==> src/rtl/line_window_pkg.sv <==
// Shared definitions for the line-window sequencer: default geometry,
// controller state encoding and the buffer-geometry sanity check.
package line_window_pkg;

    localparam int LW_DATA_W = 32;   // pixel word width
    localparam int LW_ADDR_W = 7;    // shift-memory address width
    localparam int LW_ROW_W  = 35;   // words per image row
    localparam int LW_DEPTH  = 71;   // words in use: two rows plus one

    typedef enum logic [2:0] {
        IDLE,
        RD1,
        RD2,
        WR,
        OUT
    } lw_state_e;

    // The ring only lines up row-for-row when it holds exactly two rows plus
    // the slot being written.
    function automatic bit depth_ok(int row_w, int depth);
        return depth == 2 * row_w + 1;
    endfunction

endpackage

==> src/rtl/line_window_ctrl_if.sv <==
// Handshake and memory bus of the line-window sequencer.
// master: the surrounding system (pixel source, kernel sink, shift memory).
// slave : the sequencer itself.
interface line_window_ctrl_if
    import line_window_pkg::*;
#(
    parameter int DATA_W = LW_DATA_W,
    parameter int ADDR_W = LW_ADDR_W
) ();

    logic              flush;
    logic              in_valid;
    logic [DATA_W-1:0] in_data;
    logic              in_ready;
    logic              out_valid;
    logic              out_ready;
    logic [DATA_W-1:0] out_tap0;
    logic [DATA_W-1:0] out_tap1;
    logic [DATA_W-1:0] out_tap2;
    logic              out_primed;
    logic              mem_write_en;
    logic [ADDR_W-1:0] mem_addr;
    logic [DATA_W-1:0] mem_wr_data;
    logic [DATA_W-1:0] mem_rd_data;

    modport master (
        output flush, in_valid, in_data, out_ready, mem_rd_data,
        input  in_ready, out_valid, out_tap0, out_tap1, out_tap2, out_primed,
               mem_write_en, mem_addr, mem_wr_data
    );

    modport slave (
        input  flush, in_valid, in_data, out_ready, mem_rd_data,
        output in_ready, out_valid, out_tap0, out_tap1, out_tap2, out_primed,
               mem_write_en, mem_addr, mem_wr_data
    );

endinterface

==> src/rtl/line_window_ctrl_ring_addr_sub.sv <==
// ring_addr_sub: combinational (base - OFFSET) mod DEPTH for a base that is
// already inside the ring. One extra sign bit detects the borrow; adding
// DEPTH back is done at ADDR_W bits, which is exact because the true result
// is always below DEPTH.
module ring_addr_sub
    import line_window_pkg::*;
#(
    parameter int ADDR_W = LW_ADDR_W,
    parameter int DEPTH  = LW_DEPTH,
    parameter int OFFSET = LW_ROW_W
) (
    input  logic [ADDR_W-1:0] base,
    output logic [ADDR_W-1:0] addr
);

    logic [ADDR_W:0] diff;

    assign diff = {1'b0, base} - (ADDR_W + 1)'(OFFSET);
    assign addr = diff[ADDR_W] ? (diff[ADDR_W-1:0] + ADDR_W'(DEPTH))
                               : diff[ADDR_W-1:0];

endmodule

==> src/rtl/line_window_ctrl.sv <==
// line_window_ctrl: drives a single-port shift memory as a circular two-row
// line buffer. Each accepted pixel reads the same column one and two rows
// back, overwrites the oldest slot with the new pixel and presents a 3-tap
// vertical window (current, one row up, two rows up).
// Optional build macro LINE_WINDOW_PRIME_GATE_EN: while the buffer is not
// yet primed, pixels are stored but no window is emitted.
module line_window_ctrl
    import line_window_pkg::*;
#(
    parameter int DATA_W = LW_DATA_W,
    parameter int ADDR_W = LW_ADDR_W,
    parameter int ROW_W  = LW_ROW_W,
    parameter int DEPTH  = LW_DEPTH
) (
    input  logic                clk,
    input  logic                rst,
    line_window_ctrl_if.slave   bus
);

    if (!depth_ok(ROW_W, DEPTH)) begin : g_depth_chk
        $error("line_window_ctrl: DEPTH must equal 2*ROW_W+1");
    end

    lw_state_e         state;
    logic [ADDR_W-1:0] wp;          // next slot to overwrite
    logic [ADDR_W-1:0] fill;        // words written since reset/flush, saturating
    logic [DATA_W-1:0] pix;         // pixel being processed
    logic [DATA_W-1:0] t1;          // one-row-back word
    logic              z1;          // one-row-back tap not yet written
    logic              z2;          // two-rows-back tap not yet written
    logic [ADDR_W-1:0] a1;
    logic [ADDR_W-1:0] a2;
    logic              skip_out;

    logic              out_valid_r;
    logic [DATA_W-1:0] tap0_r;
    logic [DATA_W-1:0] tap1_r;
    logic [DATA_W-1:0] tap2_r;      // also serves as the two-rows-back capture
    logic              primed_r;
    logic              mem_we_r;
    logic [ADDR_W-1:0] mem_addr_r;
    logic [DATA_W-1:0] mem_wd_r;

    ring_addr_sub #(.ADDR_W(ADDR_W), .DEPTH(DEPTH), .OFFSET(ROW_W)) u_a1 (
        .base (wp),
        .addr (a1)
    );

    ring_addr_sub #(.ADDR_W(ADDR_W), .DEPTH(DEPTH), .OFFSET(2 * ROW_W)) u_a2 (
        .base (wp),
        .addr (a2)
    );

`ifdef LINE_WINDOW_PRIME_GATE_EN
    assign skip_out = z2;
`else
    assign skip_out = 1'b0;
`endif

    // Ready only in IDLE; a flush in IDLE takes the cycle, so no pixel then.
    assign bus.in_ready     = (state == IDLE) && !bus.flush && !rst;
    assign bus.out_valid    = out_valid_r;
    assign bus.out_tap0     = tap0_r;
    assign bus.out_tap1     = tap1_r;
    assign bus.out_tap2     = tap2_r;
    assign bus.out_primed   = primed_r;
    assign bus.mem_write_en = mem_we_r;
    assign bus.mem_addr     = mem_addr_r;
    assign bus.mem_wr_data  = mem_wd_r;

    // Sequencer: accept, read row-1, read row-2, write, present window.
    // Memory outputs are registered one state ahead so the address is on the
    // bus for the whole state that needs it.
    always_ff @(posedge clk or posedge rst) begin
        if (rst) begin
            state       <= IDLE;
            wp          <= '0;
            fill        <= '0;
            pix         <= '0;
            t1          <= '0;
            z1          <= 1'b0;
            z2          <= 1'b0;
            out_valid_r <= 1'b0;
            tap0_r      <= '0;
            tap1_r      <= '0;
            tap2_r      <= '0;
            primed_r    <= 1'b0;
            mem_we_r    <= 1'b0;
            mem_addr_r  <= '0;
            mem_wd_r    <= '0;
        end else begin
            mem_we_r <= 1'b0;
            unique case (state)
                IDLE: begin
                    if (bus.flush) begin
                        wp       <= '0;
                        fill     <= '0;
                        primed_r <= 1'b0;
                    end else if (bus.in_valid) begin
                        pix        <= bus.in_data;
                        z1         <= (fill < ADDR_W'(ROW_W));
                        z2         <= (fill < ADDR_W'(2 * ROW_W));
                        mem_addr_r <= a1;
                        state      <= RD1;
                    end
                end
                RD1: begin
                    mem_addr_r <= a2;
                    state      <= RD2;
                end
                RD2: begin
                    t1         <= bus.mem_rd_data;
                    mem_addr_r <= wp;
                    mem_we_r   <= 1'b1;
                    mem_wd_r   <= pix;
                    state      <= WR;
                end
                WR: begin
                    wp         <= (wp == ADDR_W'(DEPTH - 1)) ? '0 : wp + ADDR_W'(1);
                    if (fill < ADDR_W'(2 * ROW_W))
                        fill <= fill + ADDR_W'(1);
                    primed_r   <= (fill >= ADDR_W'(2 * ROW_W - 1));
                    mem_addr_r <= '0;
                    tap0_r     <= pix;
                    tap1_r     <= z1 ? '0 : t1;
                    tap2_r     <= z2 ? '0 : bus.mem_rd_data;
                    if (skip_out) begin
                        state <= IDLE;
                    end else begin
                        out_valid_r <= 1'b1;
                        state       <= OUT;
                    end
                end
                OUT: begin
                    if (bus.out_ready) begin
                        out_valid_r <= 1'b0;
                        state       <= IDLE;
                    end
                end
                default: state <= IDLE;
            endcase
        end
    end

endmodule

==> src/flat_wrapper.sv <==
// flat-port wrapper written by rule: the top's interface ports become plain ports
module line_window_ctrl_flat import line_window_pkg::*;
#(
    parameter int DATA_W = LW_DATA_W,
    parameter int ADDR_W = LW_ADDR_W,
    parameter int ROW_W  = LW_ROW_W,
    parameter int DEPTH  = LW_DEPTH
)
  (clk, rst, bus_flush, bus_in_valid, bus_in_data, bus_out_ready, bus_mem_rd_data, bus_in_ready, bus_out_valid, bus_out_tap0, bus_out_tap1, bus_out_tap2, bus_out_primed, bus_mem_write_en, bus_mem_addr, bus_mem_wr_data);
  line_window_ctrl_if #(.DATA_W(DATA_W), .ADDR_W(ADDR_W)) bus_i ();
  input  logic clk;
  input  logic rst;
  input wire logic [$bits(bus_i.flush)-1:0] bus_flush;
  input wire logic [$bits(bus_i.in_valid)-1:0] bus_in_valid;
  input wire logic [$bits(bus_i.in_data)-1:0] bus_in_data;
  input wire logic [$bits(bus_i.out_ready)-1:0] bus_out_ready;
  input wire logic [$bits(bus_i.mem_rd_data)-1:0] bus_mem_rd_data;
  output wire logic [$bits(bus_i.in_ready)-1:0] bus_in_ready;
  output wire logic [$bits(bus_i.out_valid)-1:0] bus_out_valid;
  output wire logic [$bits(bus_i.out_tap0)-1:0] bus_out_tap0;
  output wire logic [$bits(bus_i.out_tap1)-1:0] bus_out_tap1;
  output wire logic [$bits(bus_i.out_tap2)-1:0] bus_out_tap2;
  output wire logic [$bits(bus_i.out_primed)-1:0] bus_out_primed;
  output wire logic [$bits(bus_i.mem_write_en)-1:0] bus_mem_write_en;
  output wire logic [$bits(bus_i.mem_addr)-1:0] bus_mem_addr;
  output wire logic [$bits(bus_i.mem_wr_data)-1:0] bus_mem_wr_data;
  assign bus_i.flush = bus_flush;
  assign bus_i.in_valid = bus_in_valid;
  assign bus_i.in_data = bus_in_data;
  assign bus_i.out_ready = bus_out_ready;
  assign bus_i.mem_rd_data = bus_mem_rd_data;
  assign bus_in_ready = bus_i.in_ready;
  assign bus_out_valid = bus_i.out_valid;
  assign bus_out_tap0 = bus_i.out_tap0;
  assign bus_out_tap1 = bus_i.out_tap1;
  assign bus_out_tap2 = bus_i.out_tap2;
  assign bus_out_primed = bus_i.out_primed;
  assign bus_mem_write_en = bus_i.mem_write_en;
  assign bus_mem_addr = bus_i.mem_addr;
  assign bus_mem_wr_data = bus_i.mem_wr_data;
  line_window_ctrl #(.DATA_W(DATA_W), .ADDR_W(ADDR_W), .ROW_W(ROW_W), .DEPTH(DEPTH)) u_core (.clk(clk), .rst(rst), .bus(bus_i));
endmodule
==> config.mk <==
export PLATFORM = sky130hd
export DESIGN_NAME = line_window_ctrl_flat
export DESIGN_NICKNAME = d
export VERILOG_FILES = /design/src/rtl/line_window_pkg.sv /design/src/rtl/line_window_ctrl_if.sv /design/src/rtl/line_window_ctrl_ring_addr_sub.sv /design/src/rtl/line_window_ctrl.sv /design/src/flat_wrapper.sv
export SDC_FILE = /design/constraint.sdc
export NUM_CORES = 1
export LEC_CHECK = 0
export CAP_MARGIN = 20
export CORE_MARGIN = 5
export CORE_UTILIZATION = 40
export CTS_BUF_LIST = sky130_fd_sc_hd__clkbuf_16
export DETAILED_ROUTE_END_ITERATION = 8
export DONT_BUFFER_PORTS = 1
export PLACE_DENSITY_LB_ADDON = 0.05
export SLEW_MARGIN = 20
export SYNTH_ARGS = -nofsm -noshare
export SYNTH_HDL_FRONTEND = slang
export SYNTH_HIERARCHICAL = 1
export SYNTH_SLANG_ARGS = --single-unit
==> constraint.sdc <==
create_clock -name clk -period 15.9 [get_ports clk]
set_input_delay 3.975 -clock clk [delete_from_list [all_inputs] [get_ports clk]]
set_output_delay 3.975 -clock clk [all_outputs]
set_load 0.03 [all_outputs]
==> flow_summary.toml, run 1 <==
[power_and_ir_drop]
p_int_mw = 1.48
switchingPower_mw = 1.13
comb_power_share = 0.263
p_leak_nw = 5.11
ir_worst_vdd_v = 0.000109
seqPwrFrac = 0.530
p_per_area_mw_per_mm2 = 242
swShare = 0.432
p_clk_frac = 0.207

[flow_run]
max-cap-violations = 0

[worst_setup_path]
cp_top_family = "simple AND/OR/NAND/NOR gates"
crit_chain = "nor4_1, buf_4"
cpPeakStageDelay_ps = 260
cp_slowest_cell = "nor4_1"
r2r-start = "u_core/state[2]"
critPathCaptureType = "output pin"
path_max_fanout = 4
cp-start-kind = "primary input"
critPathKind = "in -> out"
cp_num_buf_inv = 1
arrival_ps = 4450
cp.required_ps = 11930
crit_start = "bus_flush"

[logic_synthesis]
synth-seq-cells = 221
syn_inst = 884
yosysWarnings = 6
synth_edf_count = 0
netlist-cell-type-count = 67
syn_nets = 962
ys_seq_area_frac = 0.560
yosys-top-cells-area = "dfrtp_1 (56%), nand2_1 (9.3%), mux2_2 (8.0%)"
syn_avg_cell_area_um2 = 11.2
synth_ff_type = "dfrtp_1"
syn_area_mm2 = 0.00987
yosys.area.top_type = "dfrtp_1"
ys_async_sr_fraction = 1.00
synth_top_area_share = 0.560

[worst_hold_path]
worstHoldStart = "u_core/pix[28]"
min_path_type = "reg -> reg"

[sta]
setup_viol = 0
hold_violations = 0
fin_tns_setup_ps = 0
clock_skew_ps = 7.43
rsz0062_at_grt = "no"
tightestPinTransition_ps = 1000
max_freq_mhz = 119
maxSlewViolCount = 0
min_period_ps = 8420
slew_headroom = 0.332
post-route-period-util = 0.530

[grt]
grt_max_degree = 99
grt_pass1_vias = 6584
grt_pass1_wl_mm = 37.6
grt_usage = 0.163
overflow = 0
antenna_found_initial = 1

[die]
core-area_mm2 = 0.0243
num_rows = 57
fp.dieH_um = 167
die_w_um = 167
floorplan.die_area_mm2 = 0.0279
pin_count = 208
start_util = 0.406

[cts]
insertion_delay_ps = 510
root_buffer = "clkbuf_16"
clock_path_buffers = 3
cts_hold_buf = 0
tritoncts = "yes"
numClockSinks = 221
ctsHtreeMaxLevel = 1
cts_resized = 0
cts_setup_buffers = 0
clk_pin_slew_ps = 60
cts_made_buffers = 25

[routing]
via_count = 6306
viasPerCell = 5.24
drt-total-wl_mm = 23.4
post_drt_wl_per_cell_um = 19.5
drc = 0
drt-initial-drc-count = 348
antenna_left = 0
drt_pass1_iterations = 4

[placed_design]
io_buffers = 0
place_congestion = 0.768
hpwl_mm = 15.0

[run_status]
status = "completed"

[cells_and_area]
antenna_cells = 0
fillers = 2333
area_delta_synth_final_pct = 9.37
nets = 939
drive_gt1_frac = 0.175
final_core_util = 0.444
[Yosys cell counts (all sizes together) (4+ instances only)]
library cell / n
a21oi: 13
a31oi: 4
nor3: 5
nand2: 244
nand2b: 11
clkbuf: 19
o22ai: 12
nor2b: 11
nand4b: 4
xnor2: 11
ha: 9
dfrtp: 221
buf: 39
a22oi: 4
o21ai: 22
o31ai: 4
nand3: 10
nand3b: 67
inv: 15
mux2: 97
nor2: 9
[power by group through the flow]
stage               sequential (mW)  clock [mW]  combinational (mW)
floorplan                      1.26           0               0.636
global placement               1.39           0               0.672
detailed placement             1.40           0               0.697
CTS                            1.39       0.562               0.698
global route                   1.43       0.580               0.772
finish                         1.38       0.541               0.686
[registers in the layout, indices dropped and copies added (netlist names)]
name / count
u_core/t1: 32
u_core/wp: 7
u_core/z2: 1
u_core/bus.out_tap0: 32
u_core/z1: 1
u_core/bus.mem_addr: 7
u_core/state: 3
u_core/bus.out_tap1: 32
u_core/bus.mem_wr_data: 32
u_core/bus.mem_write_en: 1
u_core/pix: 32
u_core/bus.out_primed: 1
u_core/bus.out_tap2: 32
u_core/bus.out_valid: 1
u_core/fill: 7
[worst paths after layout]
path	end	slack, ps	cells past startpoint
max in group asynchronous	u_core/bus.out_tap1[14]	10350	3
setup / recovery	bus_in_ready	7480	2
min in group asynchronous	u_core/pix[26]	3410	1
hold reg to reg	u_core/bus.out_tap0[28]	490	2
hold / removal	u_core/bus.out_tap0[28]	490	2
setup reg to reg	u_core/wp[6]	13140	6
[per-layer routing]
metal  up-vias  share of wire  GRT usage
met1      3146           0.40      0.195
met5         -         0.0014    0.00696
met4         4          0.018     0.0349
met2       177           0.48      0.274
li1       2942              -          -
met3        37           0.10     0.0692
[worst min-delay path, cell delays in order, from the launching register on]
cell	delay, ps
dfrtp_1	350
nand2_1	50
nand2_1	50
[placed cells by master (no fill, tap or decap), types with 12 or more instances in the layout]
| cell type | count |
|---|---|
| o22ai_1 | 12 |
| nand3b_1 | 66 |
| o21ai_0 | 19 |
| inv_1 | 17 |
| clkbuf_16 | 25 |
| dfrtp_1 | 221 |
| nand2_1 | 244 |
| mux2_2 | 70 |
| mux2_4 | 26 |
| a21oi_1 | 12 |
[kinds of logic after synthesis]
family,share of synthesized area
xor gates and xnor gates,0.0107
and+or+nand+nor,0.190
AOI/OAI and AO/OA,0.0647
DFF,0.560
buffers and inverters,0.0392
adders and majority gates,0.0114
muxes,0.124
[through the flow]
stage	power [mW]	instances	worst slack (ps)	hold slack, ps	instance area (um2)
2_1_floorplan	1.90	884	5880	450	9870
3_3_place_gp	2.06	1158	7470	460	10000
3_5_place_dp	2.10	1158	7460	479	10000
4_1_cts	2.65	1203	7460	492	10800
5_1_grt	2.78	1203	7380	509	10800
6_report	2.61	1203	7480	487	10800
[cell type report]
class,count,area (um2),share of cell area
sequential,221,5530,0.512
multi-input combinational,590,3960,0.367
clock buffer,25,626,0.0580
tap,324,405,0.0376
clock inverter,20,144,0.0133
timing repair buffer,8,63.8,0.00591
inverter,15,63.8,0.00591
Power figures use the tool's default switching activity.
==> run 2: changes to the inputs <==
clock period = 8.74 ns   (was 15.9 ns; I/O delays follow)
==> run 2 against run 1 <==
Sequential power is 82% higher. Worst hold slack improved by 2.6 ps. Sequential cell count is the same. Critical path type unchanged. Non-clock buffer count shrank 1.
==> flow_summary.toml, run 2 (same netlist as run 1, synthesis figures left out) <==
[run_status]
status = "completed"

[worst_setup_path]
arrival_ps = 2630
crit_chain = "nor4_1, buf_4"
cp_slowest_cell = "nor4_1"
reg2reg_slack_ps = 6090
r2r-start = "u_core/wp[2]"
critPathCaptureType = "output pin"
cp-start-kind = "primary input"
path_max_fanout = 4
cp_top_family = "simple AND/OR/NAND/NOR gates"
cp.required_ps = 6560
cpPeakStageDelay_ps = 240
r2r-end = "u_core/bus.mem_addr[4]"
critPathKind = "in -> out"
worst-r2r-cell-count = 8
cp_num_buf_inv = 1

[cts]
clk_pin_slew_ps = 60
numClockSinks = 221
ctsHtreeMaxLevel = 1
cts_made_buffers = 25
root_buffer = "clkbuf_16"
insertion_delay_ps = 520
cts_resized = 0
tritoncts = "yes"
clock_path_buffers = 3
cts_hold_buf = 0
cts_setup_buffers = 0

[sta]
setup_viol = 0
maxSlewViolCount = 0
hold_violations = 0
post-route-period-util = 0.551
slew_headroom = 0.342
hold_ws_ps = 490
min_period_ps = 4810
tightestPinTransition_ps = 987
rsz0062_at_grt = "no"
setup_ws_ps = 3930
max_freq_mhz = 208
clock_skew_ps = 12.8
fin_tns_setup_ps = 0

[cells_and_area]
fin_area_mm2 = 0.0108
final_cell_mix = "nand2_1 (244), dfrtp_1 (221), mux2_2 (70)"
final_common_cell = "nand2_1"
final_core_util = 0.443
drive_gt1_frac = 0.174
area_delta_synth_final_pct = 9.23
nets = 938
antenna_cells = 0

[die]
fp.dieH_um = 167
num_rows = 57
pin_count = 208
start_util = 0.406
core-area_mm2 = 0.0243
die_w_um = 167
floorplan.die_area_mm2 = 0.0279

[power_and_ir_drop]
seqPwrFrac = 0.530
ir_worst_vdd_v = 0.000176
swShare = 0.432
switchingPower_mw = 2.04
p_int_mw = 2.69
p_leak_nw = 5.12
p_clk_frac = 0.207
p_per_area_mw_per_mm2 = 440
comb_power_share = 0.263

[placed_design]
hpwl_mm = 14.8
dpl_cell_area_mm2 = 0.0100
dp_slack_ps = 3930
place_congestion = 0.789
io_buffers = 0

[grt]
overflow = 0
grt_max_degree = 148
grt_pass1_wl_mm = 38.0
grt_pass1_vias = 6485
antenna_found_initial = 1
grt_usage = 0.165

[worst_hold_path]
worstHoldStart = "u_core/pix[25]"
whs_path_depth = 2
min_to = "u_core/bus.out_tap0[25]"
min_path_type = "reg -> reg"

[routing]
antenna_left = 0
drt-total-wl_mm = 23.4
via_count = 6266
drt-initial-drc-count = 302
post_drt_wl_per_cell_um = 19.5
viasPerCell = 5.22
drc = 0
drt_pass1_iterations = 4

[flow_run]
max-cap-violations = 0
run 2: changes by cell type in the layout (fill, tap and decap cells not counted):
| cell | change |
|---|---|
| clkinvlp_4 | -3 |
| clkinv_2 | +2 |
| buf_6 | -1 |
| clkinv_1 | -1 |
| clkinv_8 | +1 |
| inv_6 | +1 |
| inv_8 | -1 |
run 2: how the worst max path moves through the flow:
stage,cells after the start,slack (ps),end,start
final,2,3930,bus_in_ready,bus_flush
after global routing,2,3850,bus_in_ready,bus_flush
after CTS,2,3920,bus_in_ready,bus_flush
after detailed placement,2,3930,bus_in_ready,bus_flush
after global placement,2,3900,bus_in_ready,bus_flush
after floorplan,1,510,u_core/bus.mem_addr[0],rst
run 2: power by group through the flow:
stage / registers [mW] / clock network [mW] / logic, mW
global placement: 2.53 / 0 / 1.22
floorplan: 2.30 / 0 / 1.16
finish: 2.51 / 0.981 / 1.24
detailed placement: 2.54 / 0 / 1.27
global route: 2.60 / 1.06 / 1.40
CTS: 2.53 / 1.02 / 1.27
run 2: area by class of cell:
| type | count | area [um2] |
|---|---|---|
| multi-input combinational | 590 | 3960 |
| tap | 324 | 405 |
| fill | 2287 | 13500 |
| timing repair buffer | 7 | 52.6 |
| clock inverter | 19 | 136 |
| sequential | 221 | 5530 |
| inverter | 15 | 68.8 |
| clock buffer | 25 | 626 |
run 2: per-stage QoR:
step	total power, mW	cells
4_1_cts	4.82	1201
3_5_place_dp	3.81	1157
5_1_grt	5.06	1201
2_1_floorplan	3.46	884
6_report	4.74	1201
3_3_place_gp	3.75	1157
run 2: layer usage:
layer / GRT usage / share of wire / up-vias
met5: 0 / 0.00056 / -
met2: 0.274 / 0.48 / 161
met4: 0.0349 / 0.017 / 2
li1: - / - / 2946
met1: 0.199 / 0.40 / 3124
met3: 0.0730 / 0.10 / 33
==> run 3: changes to the inputs <==
clock period = 4.16 ns   (was 8.74 ns; I/O delays follow)
==> run 3 against run 2 <==
Die area did not move. Via count rose by 1.4%. Cell count rose by 0.33%. First-iteration DRC count rose by 31%. Sequential share of layout area fell by 0.53 points.
==> flow_summary.toml, run 3 (same netlist as run 1, synthesis figures left out) <==
[worst_setup_path]
cp-start-kind = "flip-flop"
cp_num_buf_inv = 1
cp.required_ps = 3120
path_max_fanout = 24
arrival_ps = 2000
critPathKind = "reg -> out"
cp_top_family = "simple AND/OR/NAND/NOR gates"
cpPeakStageDelay_ps = 590
cp_slowest_cell = "dfrtp_1"
crit_chain = "or2_1, nor4_1, buf_4"
critPathCaptureType = "output pin"

[routing]
via_count = 6351
post_drt_wl_per_cell_um = 19.2
viasPerCell = 5.27
antenna_left = 0
drt-initial-drc-count = 395
drc = 0
drt_pass1_iterations = 7
drt-total-wl_mm = 23.2

[run_status]
status = "completed"

[cells_and_area]
drive_gt1_frac = 0.180
area_delta_synth_final_pct = 10.4
final_cell_mix = "nand2_1 (244), dfrtp_1 (221), mux2_2 (70)"
final_common_cell = "nand2_1"
nets = 940
antenna_cells = 0

[cts]
numClockSinks = 221
cts_setup_buffers = 0
root_buffer = "clkbuf_16"
insertion_delay_ps = 520
ctsHtreeMaxLevel = 1
cts_resized = 0
clk_pin_slew_ps = 60
cts_made_buffers = 25
clock_path_buffers = 3
tritoncts = "yes"
cts_hold_buf = 0

[die]
floorplan.die_area_mm2 = 0.0279
core-area_mm2 = 0.0243
die_w_um = 167
pin_count = 208
start_util = 0.406
fp.dieH_um = 167
num_rows = 57

[grt]
grt_max_degree = 127
grt_usage = 0.162
overflow = 0
grt_pass1_wl_mm = 37.5
grt_pass1_vias = 6540
antenna_found_initial = 0

[sta]
max_freq_mhz = 329
hold_violations = 0
setup_viol = 0
rsz0062_at_grt = "no"
post-route-period-util = 0.731
fin_tns_setup_ps = 0
slew_headroom = 0.331
setup_ws_ps = 1120
hold_ws_ps = 335
clock_skew_ps = 10.6
min_period_ps = 3040
tightestPinTransition_ps = 1000
maxSlewViolCount = 0

[placed_design]
place_congestion = 0.836
io_buffers = 0
dp_slack_ps = 1460
hpwl_mm = 15.1

[power_and_ir_drop]
p_per_area_mw_per_mm2 = 931
ir_worst_vdd_v = 0.000397
p_leak_nw = 5.18

[worst_hold_path]
min_path_type = "in -> async"

[flow_run]
max-cap-violations = 0
-- run 3: layer usage --
layer / up-vias / part of all wire / global-route usage
met4: 0 / 0.019 / 0.0434
met1: 3167 / 0.41 / 0.201
li1: 2959 / - / -
met5: - / 0 / 0
met3: 30 / 0.11 / 0.0740
met2: 195 / 0.46 / 0.257
-- run 3: per-stage QoR --
stage                     instances  instance area (um2)  power, mW  utilization
after floorplan                 884                 9870       7.27            -
after global placement         1159                10000       7.89        0.413
after detailed placement       1159                10000       8.02        0.413
after CTS                      1205                10900       10.3        0.448
after global routing           1205                10900       10.8        0.448
final                          1205                10900       10.1        0.448
-- run 3: area by class of cell --
cell class / count / area, um2
fillers: 2281 / 13400
flip-flops and latches: 221 / 5530
multi-input cells: 590 / 3960
clock buffers: 25 / 626
well taps: 324 / 405
clock inverters: 21 / 218
repair buffers: 9 / 92.6
inverters: 15 / 60.1
-- run 3: path summary, 6_finish.rpt --
path	start	end	slack [ps]	cells after the start
worst min register to register	u_core/pix[27]	u_core/bus.out_tap0[27]	490	2
worst max register to register	u_core/wp[2]	u_core/bus.mem_addr[5]	1560	8
min in group clk	u_core/pix[27]	u_core/bus.out_tap0[27]	490	2
max in group asynchronous	rst	u_core/bus.out_tap1[0]	2820	2
worst min-delay path	rst	u_core/bus.mem_addr[3]	340	1
worst max-delay path	u_core/state[1]	bus_in_ready	1120	3
-- run 3: power breakdown --
part | internal (mW) | total [mW] | switching [mW]
combinational | 1.34 | 2.62 | 1.28
sequential | 3.12 | 5.28 | 2.16
clock | 1.35 | 2.24 | 0.887
